==> src/rtl/psg_pkg.sv <==
// Package psg_pkg: shared definitions for programmable_sequence_generator.
// Holds the default width constants and the FSM state enum.
// Configuration macro PSG_GAP_EN: when defined, a GAP state is added.
package psg_pkg;

  localparam int unsigned SEQ_W_DEF = 5;
  localparam int unsigned REP_W_DEF = 4;

  typedef enum logic [1:0] {
    ST_IDLE = 2'd0,
    ST_SEND = 2'd1,
    ST_FIN  = 2'd2
`ifdef PSG_GAP_EN
    ,
    ST_GAP  = 2'd3
`endif
  } psg_state_e;

endpackage

==> src/rtl/programmable_sequence_generator_if.sv <==
// Interface bundling the request and serial-output signals of
// programmable_sequence_generator.
//   master: drives start/abort/init/reps, observes dout/dout_valid/busy/done
//   slave : the generator itself
interface programmable_sequence_generator_if
  import psg_pkg::*;
#(
  parameter int unsigned SEQ_W = SEQ_W_DEF,
  parameter int unsigned REP_W = REP_W_DEF
);

  logic             start;
  logic             abort;
  logic [SEQ_W-1:0] init;
  logic [REP_W-1:0] reps;
  logic             dout;
  logic             dout_valid;
  logic             busy;
  logic             done;

  modport master (
    output start, abort, init, reps,
    input  dout, dout_valid, busy, done
  );

  modport slave (
    input  start, abort, init, reps,
    output dout, dout_valid, busy, done
  );

endinterface

==> src/rtl/psg_shifter.sv <==
// psg_shifter: loadable left-shift pattern register with a bit counter.
//   clk, resetn : clock, synchronous active-low reset
//   load        : capture init into the working and reload copies
//   shift       : advance one bit; at the pattern boundary reload from the copy
//   init        : pattern to capture
//   last        : the current bit is the final bit of the pattern
//   next_msb    : MSB of the register after this edge (feeds the output flop)
module psg_shifter
  import psg_pkg::*;
#(
  parameter int unsigned SEQ_W = SEQ_W_DEF
) (
  input  logic             clk,
  input  logic             resetn,
  input  logic             load,
  input  logic             shift,
  input  logic [SEQ_W-1:0] init,
  output logic             last,
  output logic             next_msb
);

  localparam int unsigned CNT_W = (SEQ_W > 1) ? $clog2(SEQ_W) : 1;
  localparam logic [CNT_W-1:0] CNT_TOP = CNT_W'(SEQ_W - 1);

  logic [SEQ_W-1:0] pat_q, pat_d;
  logic [SEQ_W-1:0] cap_q, cap_d;
  logic [CNT_W-1:0] cnt_q, cnt_d;

  assign last = (cnt_q == '0);

  always_comb begin
    pat_d = pat_q;
    cap_d = cap_q;
    cnt_d = cnt_q;
    if (load) begin
      pat_d = init;
      cap_d = init;
      cnt_d = CNT_TOP;
    end else if (shift) begin
      if (last) begin
        pat_d = cap_q;
        cnt_d = CNT_TOP;
      end else begin
        pat_d = pat_q << 1;
        cnt_d = cnt_q - CNT_W'(1);
      end
    end
  end

  assign next_msb = pat_d[SEQ_W-1];

  always_ff @(posedge clk) begin
    if (!resetn) begin
      pat_q <= '0;
      cap_q <= '0;
      cnt_q <= '0;
    end else begin
      pat_q <= pat_d;
      cap_q <= cap_d;
      cnt_q <= cnt_d;
    end
  end

endmodule

==> src/rtl/programmable_sequence_generator.sv <==
// programmable_sequence_generator: transmits a captured SEQ_W-bit pattern
// MSB first, (reps+1) times, then pulses done for one cycle.
//   clk, resetn : clock, synchronous active-low reset
//   bus (slave) : start, abort, init, reps in; dout, dout_valid, busy, done out
// Macro PSG_GAP_EN: insert one idle GAP cycle between repetitions.
module programmable_sequence_generator
  import psg_pkg::*;
#(
  parameter int unsigned SEQ_W = SEQ_W_DEF,
  parameter int unsigned REP_W = REP_W_DEF
) (
  input  logic                              clk,
  input  logic                              resetn,
  programmable_sequence_generator_if.slave  bus
);

  psg_state_e       state_q, state_d;
  logic [REP_W-1:0] rep_q, rep_d;
  logic             dout_q, dout_d;
  logic             dout_valid_q, dout_valid_d;
  logic             busy_q, busy_d;
  logic             done_q, done_d;

  logic load;
  logic shift;
  logic last;
  logic next_msb;

  assign load  = (state_q == ST_IDLE) && bus.start && !bus.abort;
  assign shift = (state_q == ST_SEND);

  psg_shifter #(.SEQ_W(SEQ_W)) u_shifter (
    .clk      (clk),
    .resetn   (resetn),
    .load     (load),
    .shift    (shift),
    .init     (bus.init),
    .last     (last),
    .next_msb (next_msb)
  );

  always_comb begin
    state_d = state_q;
    rep_d   = rep_q;
    case (state_q)
      ST_IDLE: begin
        if (bus.start) begin
          state_d = ST_SEND;
          rep_d   = bus.reps;
        end
      end
      ST_SEND: begin
        if (last) begin
          if (rep_q != '0) begin
            rep_d = rep_q - REP_W'(1);
`ifdef PSG_GAP_EN
            state_d = ST_GAP;
`endif
          end else begin
            state_d = ST_FIN;
          end
        end
      end
`ifdef PSG_GAP_EN
      ST_GAP:  state_d = ST_SEND;
`endif
      ST_FIN:  state_d = ST_IDLE;
      default: state_d = ST_IDLE;
    endcase
    if (bus.abort) state_d = ST_IDLE;
  end

  // Outputs are registered: decoded from the next state so they line up with
  // the state they describe.
  always_comb begin
    dout_valid_d = (state_d == ST_SEND);
    dout_d       = dout_valid_d && next_msb;
    busy_d       = (state_d == ST_SEND)
`ifdef PSG_GAP_EN
                   || (state_d == ST_GAP)
`endif
                   ;
    done_d       = (state_d == ST_FIN);
  end

  always_ff @(posedge clk) begin
    if (!resetn) begin
      state_q      <= ST_IDLE;
      rep_q        <= '0;
      dout_q       <= 1'b0;
      dout_valid_q <= 1'b0;
      busy_q       <= 1'b0;
      done_q       <= 1'b0;
    end else begin
      state_q      <= state_d;
      rep_q        <= rep_d;
      dout_q       <= dout_d;
      dout_valid_q <= dout_valid_d;
      busy_q       <= busy_d;
      done_q       <= done_d;
    end
  end

  assign bus.dout       = dout_q;
  assign bus.dout_valid = dout_valid_q;
  assign bus.busy       = busy_q;
  assign bus.done       = done_q;

endmodule
==> src/flat_wrapper.sv <==
// flat-port wrapper written by rule: the top's interface ports become plain ports
module programmable_sequence_generator_flat import psg_pkg::*;
#(
  parameter int unsigned SEQ_W = SEQ_W_DEF,
  parameter int unsigned REP_W = REP_W_DEF
)
  (clk, resetn, bus_start, bus_abort, bus_init, bus_reps, bus_dout, bus_dout_valid, bus_busy, bus_done);
  programmable_sequence_generator_if #(.SEQ_W(SEQ_W), .REP_W(REP_W)) bus_i ();
  input  logic clk;
  input  logic resetn;
  input wire logic [$bits(bus_i.start)-1:0] bus_start;
  input wire logic [$bits(bus_i.abort)-1:0] bus_abort;
  input wire logic [$bits(bus_i.init)-1:0] bus_init;
  input wire logic [$bits(bus_i.reps)-1:0] bus_reps;
  output wire logic [$bits(bus_i.dout)-1:0] bus_dout;
  output wire logic [$bits(bus_i.dout_valid)-1:0] bus_dout_valid;
  output wire logic [$bits(bus_i.busy)-1:0] bus_busy;
  output wire logic [$bits(bus_i.done)-1:0] bus_done;
  assign bus_i.start = bus_start;
  assign bus_i.abort = bus_abort;
  assign bus_i.init = bus_init;
  assign bus_i.reps = bus_reps;
  assign bus_dout = bus_i.dout;
  assign bus_dout_valid = bus_i.dout_valid;
  assign bus_busy = bus_i.busy;
  assign bus_done = bus_i.done;
  programmable_sequence_generator #(.SEQ_W(SEQ_W), .REP_W(REP_W)) u_core (.clk(clk), .resetn(resetn), .bus(bus_i));
endmodule
==> config.mk <==
export PLATFORM = sky130hd
export DESIGN_NAME = programmable_sequence_generator_flat
export DESIGN_NICKNAME = d
export VERILOG_FILES = /design/src/rtl/psg_pkg.sv /design/src/rtl/programmable_sequence_generator_if.sv /design/src/rtl/psg_shifter.sv /design/src/rtl/programmable_sequence_generator.sv /design/src/flat_wrapper.sv
export SDC_FILE = /design/constraint.sdc
export NUM_CORES = 1
export LEC_CHECK = 0
export ABC_AREA = 0
export CAP_MARGIN = 40
export CORE_MARGIN = 2
export CORE_UTILIZATION = 55
export DETAILED_ROUTE_END_ITERATION = 7
export PLACE_DENSITY = 0.92
export SYNTH_ARGS = -nofsm -noshare
export SYNTH_HDL_FRONTEND = slang
export SYNTH_HIERARCHICAL = 1
export SYNTH_SLANG_ARGS = --single-unit
export TNS_END_PERCENT = 30
==> constraint.sdc <==
create_clock -name clk -period 4.6 [get_ports clk]
set_input_delay 0.69 -clock clk [delete_from_list [all_inputs] [get_ports clk]]
set_output_delay 0.69 -clock clk [all_outputs]
set_load 0.05 [all_outputs]
==> impl_metrics.env, run 1 <==
export IMPL_outcome="finished clean"
export IMPL_design_core_area_um2=1783
export IMPL_end_kind="output port"
export IMPL_cts_tree="built"
export IMPL_die_x_um=48.13
export IMPL_worstPathRequired_ns=3.91
export IMPL_gr_total_overflow=0
export IMPL_hp_class="reg -> reg"
export IMPL_ir_worst_vdd_uv=240.9
export IMPL_grt_max_degree=23
export IMPL_finalMaxSlewViolations=0
export IMPL_grt_use_total=0.2337
export IMPL_rows=15
export IMPL_n_antenna_cell=0
export IMPL_wl_um=2215
export IMPL_clk_pin_slew_ns=0.12
export IMPL_vias=915
export IMPL_final_cell_mix="22 x dfxtp_1, 16 x clkdlybuf4s50_1, 11 x nand2_1"
export IMPL_hold_start="u_core/u_shifter/cap_q[4]"
export IMPL_maxCapViolCount=0
export IMPL_cts_hold_buf=0
export IMPL_final_setup_viol_count=0
export IMPL_drcViolationCount=0
export IMPL_syn_nets=134
export IMPL_post_cts_buffers=0
export IMPL_holdPathStages=2
export IMPL_yosysTopAreaCellShare=0.4112
export IMPL_path_buf_inv=1
export IMPL_final_common_cell="dfxtp_1"
export IMPL_drive_above_1_share=0.07576
export IMPL_antenna_found_initial=0
export IMPL_reg2regPathDepth=6
export IMPL_rsz0062_at_grt="false"
export IMPL_cts_buffers=3
export IMPL_whs_ns=0.4999
export IMPL_firstDrtPassIters=4
export IMPL_reg2reg_from="u_core/u_shifter/cnt_q[0]"
export IMPL_start_kind="register"
export IMPL_hold_violations=0
export IMPL_fin_cells=157
export IMPL_dieArea_um2=2317
export IMPL_ctsHtreeMaxLevel=1
export IMPL_ys_seq_elements=22
export IMPL_grt_pass1_wl_um=3663
export IMPL_p_total_w=0.0004378
export IMPL_critPathMaxFanout=2
export IMPL_crit_family="buffers and inverters"
export IMPL_synth_distinct_cells=37
export IMPL_worst_clock_skew_ns=0.002525
export IMPL_synthesis_area_um2=1071
export IMPL_max_freq_ghz=0.4680
export IMPL_hold_end="u_core/u_shifter/cap_q[4]"
export IMPL_period_share=0.4645
export IMPL_ys_seq_area_frac=0.4112
export IMPL_io_buffers=16
export IMPL_postRouteAntennaNets=0
export IMPL_dp_cells=153
export IMPL_die_h_um=48.13
export IMPL_cpPeakStageDelay_ns=0.80
export IMPL_cts_sinks=22
export IMPL_power_density_nw_per_um2=341.0
export IMPL_rrSetupSlack_ns=2.70
export IMPL_period_needed_ns=2.137
export IMPL_viasPerCell=5.828
export IMPL_wire_per_inst_um=14.11
export IMPL_area_delta_synth_final_pct=19.86
export IMPL_cts_root_buf="clkbuf_4"
export IMPL_grt_pass1_vias=814
export IMPL_start_util=0.6007
export IMPL_worstPathArrival_ns=1.45
export IMPL_finalSetupTns_ns=0
export IMPL_ctsResizeCount=0
export IMPL_clk_latency_ns=0.30
export IMPL_max_slew_worst_pin_slew_ns=0.6836
export IMPL_power_leakage_nw=0.4845
export IMPL_synth_edf_count=0
export IMPL_critical_path_class="reg -> out"
export IMPL_synth_ff_type="dfxtp_1"
export IMPL_syn_area_per_cell_um2=9.077
export IMPL_yosys_warnings=6
export IMPL_r2r_end="u_core/rep_q[1]"
export IMPL_synthCells=118
export IMPL_synth_area_leaders="dfxtp_1 41%, mux2i_1 9.3%, nand2_1 3.9%"
export IMPL_critPathSlowestCell="clkdlybuf4s50_1"
export IMPL_synth_area_leader_cell="dfxtp_1"
export IMPL_gp_congestion=0.8281
export IMPL_drtIter0Drc=25
export IMPL_io_pins=17
export IMPL_async_flop_share=0
export IMPL_crit_path_cell_trace="clkdlybuf4s50_1"
export IMPL_num_nets_final=149
export IMPL_hpwl_um=1493
export IMPL_max_clock_path_buffers=2
export IMPL_slew_headroom=0.5428
==> report_power, final <==
part / total, W / switching (W) / internal, W / leakage, nW
sequential: 0.000210 / 0.00000837 / 0.000202 / 0.180
clock: 0.000146 / 0.0000577 / 0.0000881 / 0.0279
combinational: 0.0000822 / 0.0000434 / 0.0000388 / 0.277
==> cell usage after synthesis (all sizes together), types with 2 or more instances <==
cell type / count
a211o: 2
a21boi: 4
a21oi: 6
buf: 6
dfxtp: 22
ha: 3
inv: 6
mux2i: 10
nand2: 11
nand3: 7
nor2: 7
nor2b: 6
nor3: 2
nor3b: 2
nor4b: 3
o211ai: 2
o21ai: 4
==> cell families after synthesis <==
| logic type | synth area share |
|---|---|
| compound gates | 0.1495 |
| fa+ha+maj | 0.03505 |
| mux | 0.1040 |
| simple gates | 0.2348 |
| flops | 0.4112 |
| buf+inv | 0.06541 |
==> final cells by class <==
type / count / area (um2)
clock buffers: 3 / 22.52
clock inverters: 1 / 30.03
fillers: 129 / 499.2
inverters: 6 / 25.02
multi-input cells: 83 / 566.8
flip-flops and latches: 22 / 440.4
well taps: 25 / 31.28
repair buffers: 17 / 167.7
==> per-stage QoR <==
| stage | utilization | area (um2) | worst slack [ns] |
|---|---|---|---|
| 2_1_floorplan | - | 1071 | 2.753 |
| 3_3_place_gp | 0.6905 | 1231 | 2.423 |
| 3_5_place_dp | 0.6905 | 1231 | 2.340 |
| 4_1_cts | 0.7200 | 1284 | 2.452 |
| 5_1_grt | 0.7200 | 1284 | 2.411 |
| 6_report | 0.7200 | 1284 | 2.463 |
==> registers in the layout (all words and copies together) (netlist names) <==
register                count
u_core/u_shifter/cap_q      5
u_core/u_shifter/pat_q      5
u_core/rep_q                4
u_core/u_shifter/cnt_q      3
u_core/state_q              2
u_core/bus.busy             1
u_core/bus.done             1
u_core/bus.dout             1
==> per-layer routing <==
metal	wire, um	global-route usage
met4	38	0.1027
met1	1008	0.2989
met2	1097	0.3920
met3	70	0.03333
met5	0	0
==> worst max path at each step <==
stage,to,depth (start not counted),start,slack [ns]
6_report,bus_busy,1,u_core/bus.busy,2.46
5_1_grt,bus_dout_valid,1,u_core/bus.busy,2.41
4_1_cts,bus_busy,1,u_core/bus.busy,2.45
3_5_place_dp,u_core/bus.dout,4,resetn,2.34
3_3_place_gp,u_core/bus.dout,4,resetn,2.42
2_1_floorplan,u_core/bus.dout,5,bus_abort,2.75
==> tightest hold or removal path, cell delays in order (launching register included) <==
cell      delay, ns
dfxtp_1        0.33
nand2_1        0.06
a21boi_0       0.07
Power figures use the tool's default switching activity.
==> run 2, diff against run 1 <==
Settings changed: CORE_ASPECT_RATIO set to 0.6, CORE_UTILIZATION 55 to 46, PLACE_DENSITY 0.92 to 0.83.
Clock period 4.6 ns to 1.8 ns, I/O delays scaled along.
==> impl_metrics.env, run 2 (same netlist as run 1, synthesis figures left out) <==
export IMPL_fin_ws_ns=0.1108
export IMPL_wl_um=2425
export IMPL_outcome="finished clean"
export IMPL_hold_violations=0
export IMPL_grt_use_total=0.2153
export IMPL_vias=951
export IMPL_max_clock_path_buffers=2
export IMPL_finalMaxSlewViolations=0
export IMPL_period_needed_ns=1.689
export IMPL_wire_per_inst_um=14.35
export IMPL_clk_latency_ns=0.27
export IMPL_rows=13
export IMPL_ctsHtreeMaxLevel=1
export IMPL_wl_met3_um=184
export IMPL_rrSetupSlack_ns=0.11
export IMPL_post_cts_buffers=0
export IMPL_worstPathRequired_ns=2.00
export IMPL_drtIter0Drc=44
export IMPL_ir_worst_vdd_uv=565.6
export IMPL_num_nets_final=156
export IMPL_cts_buffers=3
export IMPL_max_slew_worst_pin_slew_ns=0.4930
export IMPL_drt_met1_wl_um=1026
export IMPL_hold_start="u_core/u_shifter/pat_q[1]"
export IMPL_critPathMaxFanout=8
export IMPL_power_leakage_nw=0.5278
export IMPL_r2r_end="u_core/rep_q[1]"
export IMPL_maxCapViolCount=0
export IMPL_hp_class="reg -> reg"
export IMPL_clk_pin_slew_ns=0.08
export IMPL_final_cell_mix="21 x dfxtp_1, 16 x clkdlybuf4s50_1, 11 x nand2_1"
export IMPL_drcViolationCount=0
export IMPL_end_kind="register"
export IMPL_gp_congestion=0.8541
export IMPL_final_setup_viol_count=0
export IMPL_io_buffers=16
export IMPL_start_util=0.4914
export IMPL_design_core_area_um2=2180
export IMPL_viasPerCell=5.627
export IMPL_hpwl_um=1767
export IMPL_start_kind="register"
export IMPL_area_delta_synth_final_pct=27.69
export IMPL_worstPathArrival_ns=1.89
export IMPL_cts_hold_buf=0
export IMPL_grt_max_degree=14
export IMPL_cp_endpoint="u_core/rep_q[1]"
export IMPL_postRouteAntennaNets=0
export IMPL_max_freq_ghz=0.5920
export IMPL_pre_cts_ws_ns=0.008588
export IMPL_crit_start="u_core/rep_q[0]"
export IMPL_dieArea_um2=2743
export IMPL_finalSetupTns_ns=0
export IMPL_highest_layer="met4"
export IMPL_die_x_um=66.30
export IMPL_firstDrtPassIters=4
export IMPL_period_share=0.9385
export IMPL_final_common_cell="dfxtp_1"
export IMPL_grt_pass1_vias=909
export IMPL_cts_root_buf="clkbuf_8"
export IMPL_ctsResizeCount=0
export IMPL_die_h_um=41.38
export IMPL_rsz0062_at_grt="false"
export IMPL_power_density_nw_per_um2=893.9
export IMPL_slew_headroom=0.6703
export IMPL_drive_above_1_share=0.1439
export IMPL_gr_total_overflow=0
export IMPL_worst_clock_skew_ns=0.003432
export IMPL_reg2regPathDepth=6
export IMPL_grt_pass1_wl_um=4140
export IMPL_n_antenna_cell=0
export IMPL_whs_ns=0.4908
export IMPL_io_pins=17
export IMPL_antenna_found_initial=0
export IMPL_final_util=0.6274
export IMPL_cts_sinks=22
export IMPL_critical_path_class="reg -> reg"
export IMPL_top_regs="u_core/u_shifter/cap_q x5, u_core/u_shifter/pat_q x5, u_core/rep_q x4"
export IMPL_route_met2_wl_um=1153
export IMPL_cts_tree="built"
export IMPL_reg2reg_from="u_core/rep_q[0]"
run 2: cell count changes in the layout (fill, tap and decap cells not counted), sizes merged:
| cell | previous run | this run |
|---|---|---|
| buf | 1 | 8 |
run 2: cell type report:
type                    count  area [um2]
flip-flops and latches     22       441.7
well taps                  30       37.54
inverters                   6       25.02
fillers                   181       812.0
clock inverters             1       30.03
clock buffers               3       41.29
multi-input cells          83       571.8
repair buffers             24       220.2
run 2: worst min path at each step:
stage / slack (ns) / depth (start not counted) / endpoint
6_report: 0.49 / 2 / u_core/u_shifter/pat_q[1]
5_1_grt: 0.54 / 2 / u_core/u_shifter/pat_q[3]
2_1_floorplan: 0.39 / 1 / u_core/rep_q[3]
3_5_place_dp: 0.48 / 2 / u_core/rep_q[3]
4_1_cts: 0.49 / 2 / u_core/rep_q[3]
3_3_place_gp: 0.47 / 2 / u_core/u_shifter/cap_q[4]
run 2: per-stage QoR:
stage / power, W / area [um2] / cells
after global placement: 0.0007532 / 1290 / 165
after CTS: 0.001226 / 1361 / 169
final: 0.001223 / 1368 / 169
after detailed placement: 0.0007639 / 1290 / 165
after floorplan: 0.0006864 / 1071 / 118
after global routing: 0.001274 / 1368 / 169
run 2: layer usage:
layer,vias to the layer above,track usage
met2,40,0.3775
met3,8,0.08065
met5,-,0
met1,440,0.2393
li1,463,-
met4,0,0.1173
run 2: worst max-delay path, cell delays in order, from the launching register on:
cell      delay (ns)
dfxtp_1         0.34
inv_1           0.07
ha_1            0.25
nor3b_1         0.15
o31a_2          0.35
a211o_1         0.31
a21boi_2        0.14
run 2: where the power goes:
| part | leakage, nW | internal (W) | switching [W] | total (W) |
|---|---|---|---|---|
| registers | 0.180 | 0.000515 | 0.0000198 | 0.000535 |
| clock network | 0.0357 | 0.000297 | 0.000164 | 0.000461 |
| logic | 0.312 | 0.000111 | 0.000116 | 0.000226 |
| total | 0.528 | 0.000923 | 0.000299 | 0.00122 |
==> run 3, diff against run 2 <==
Settings changed: CAP_MARGIN 40 to 30.
==> results of run 3 <==
Final layout, timing and power as in run 2 (identical DEF).
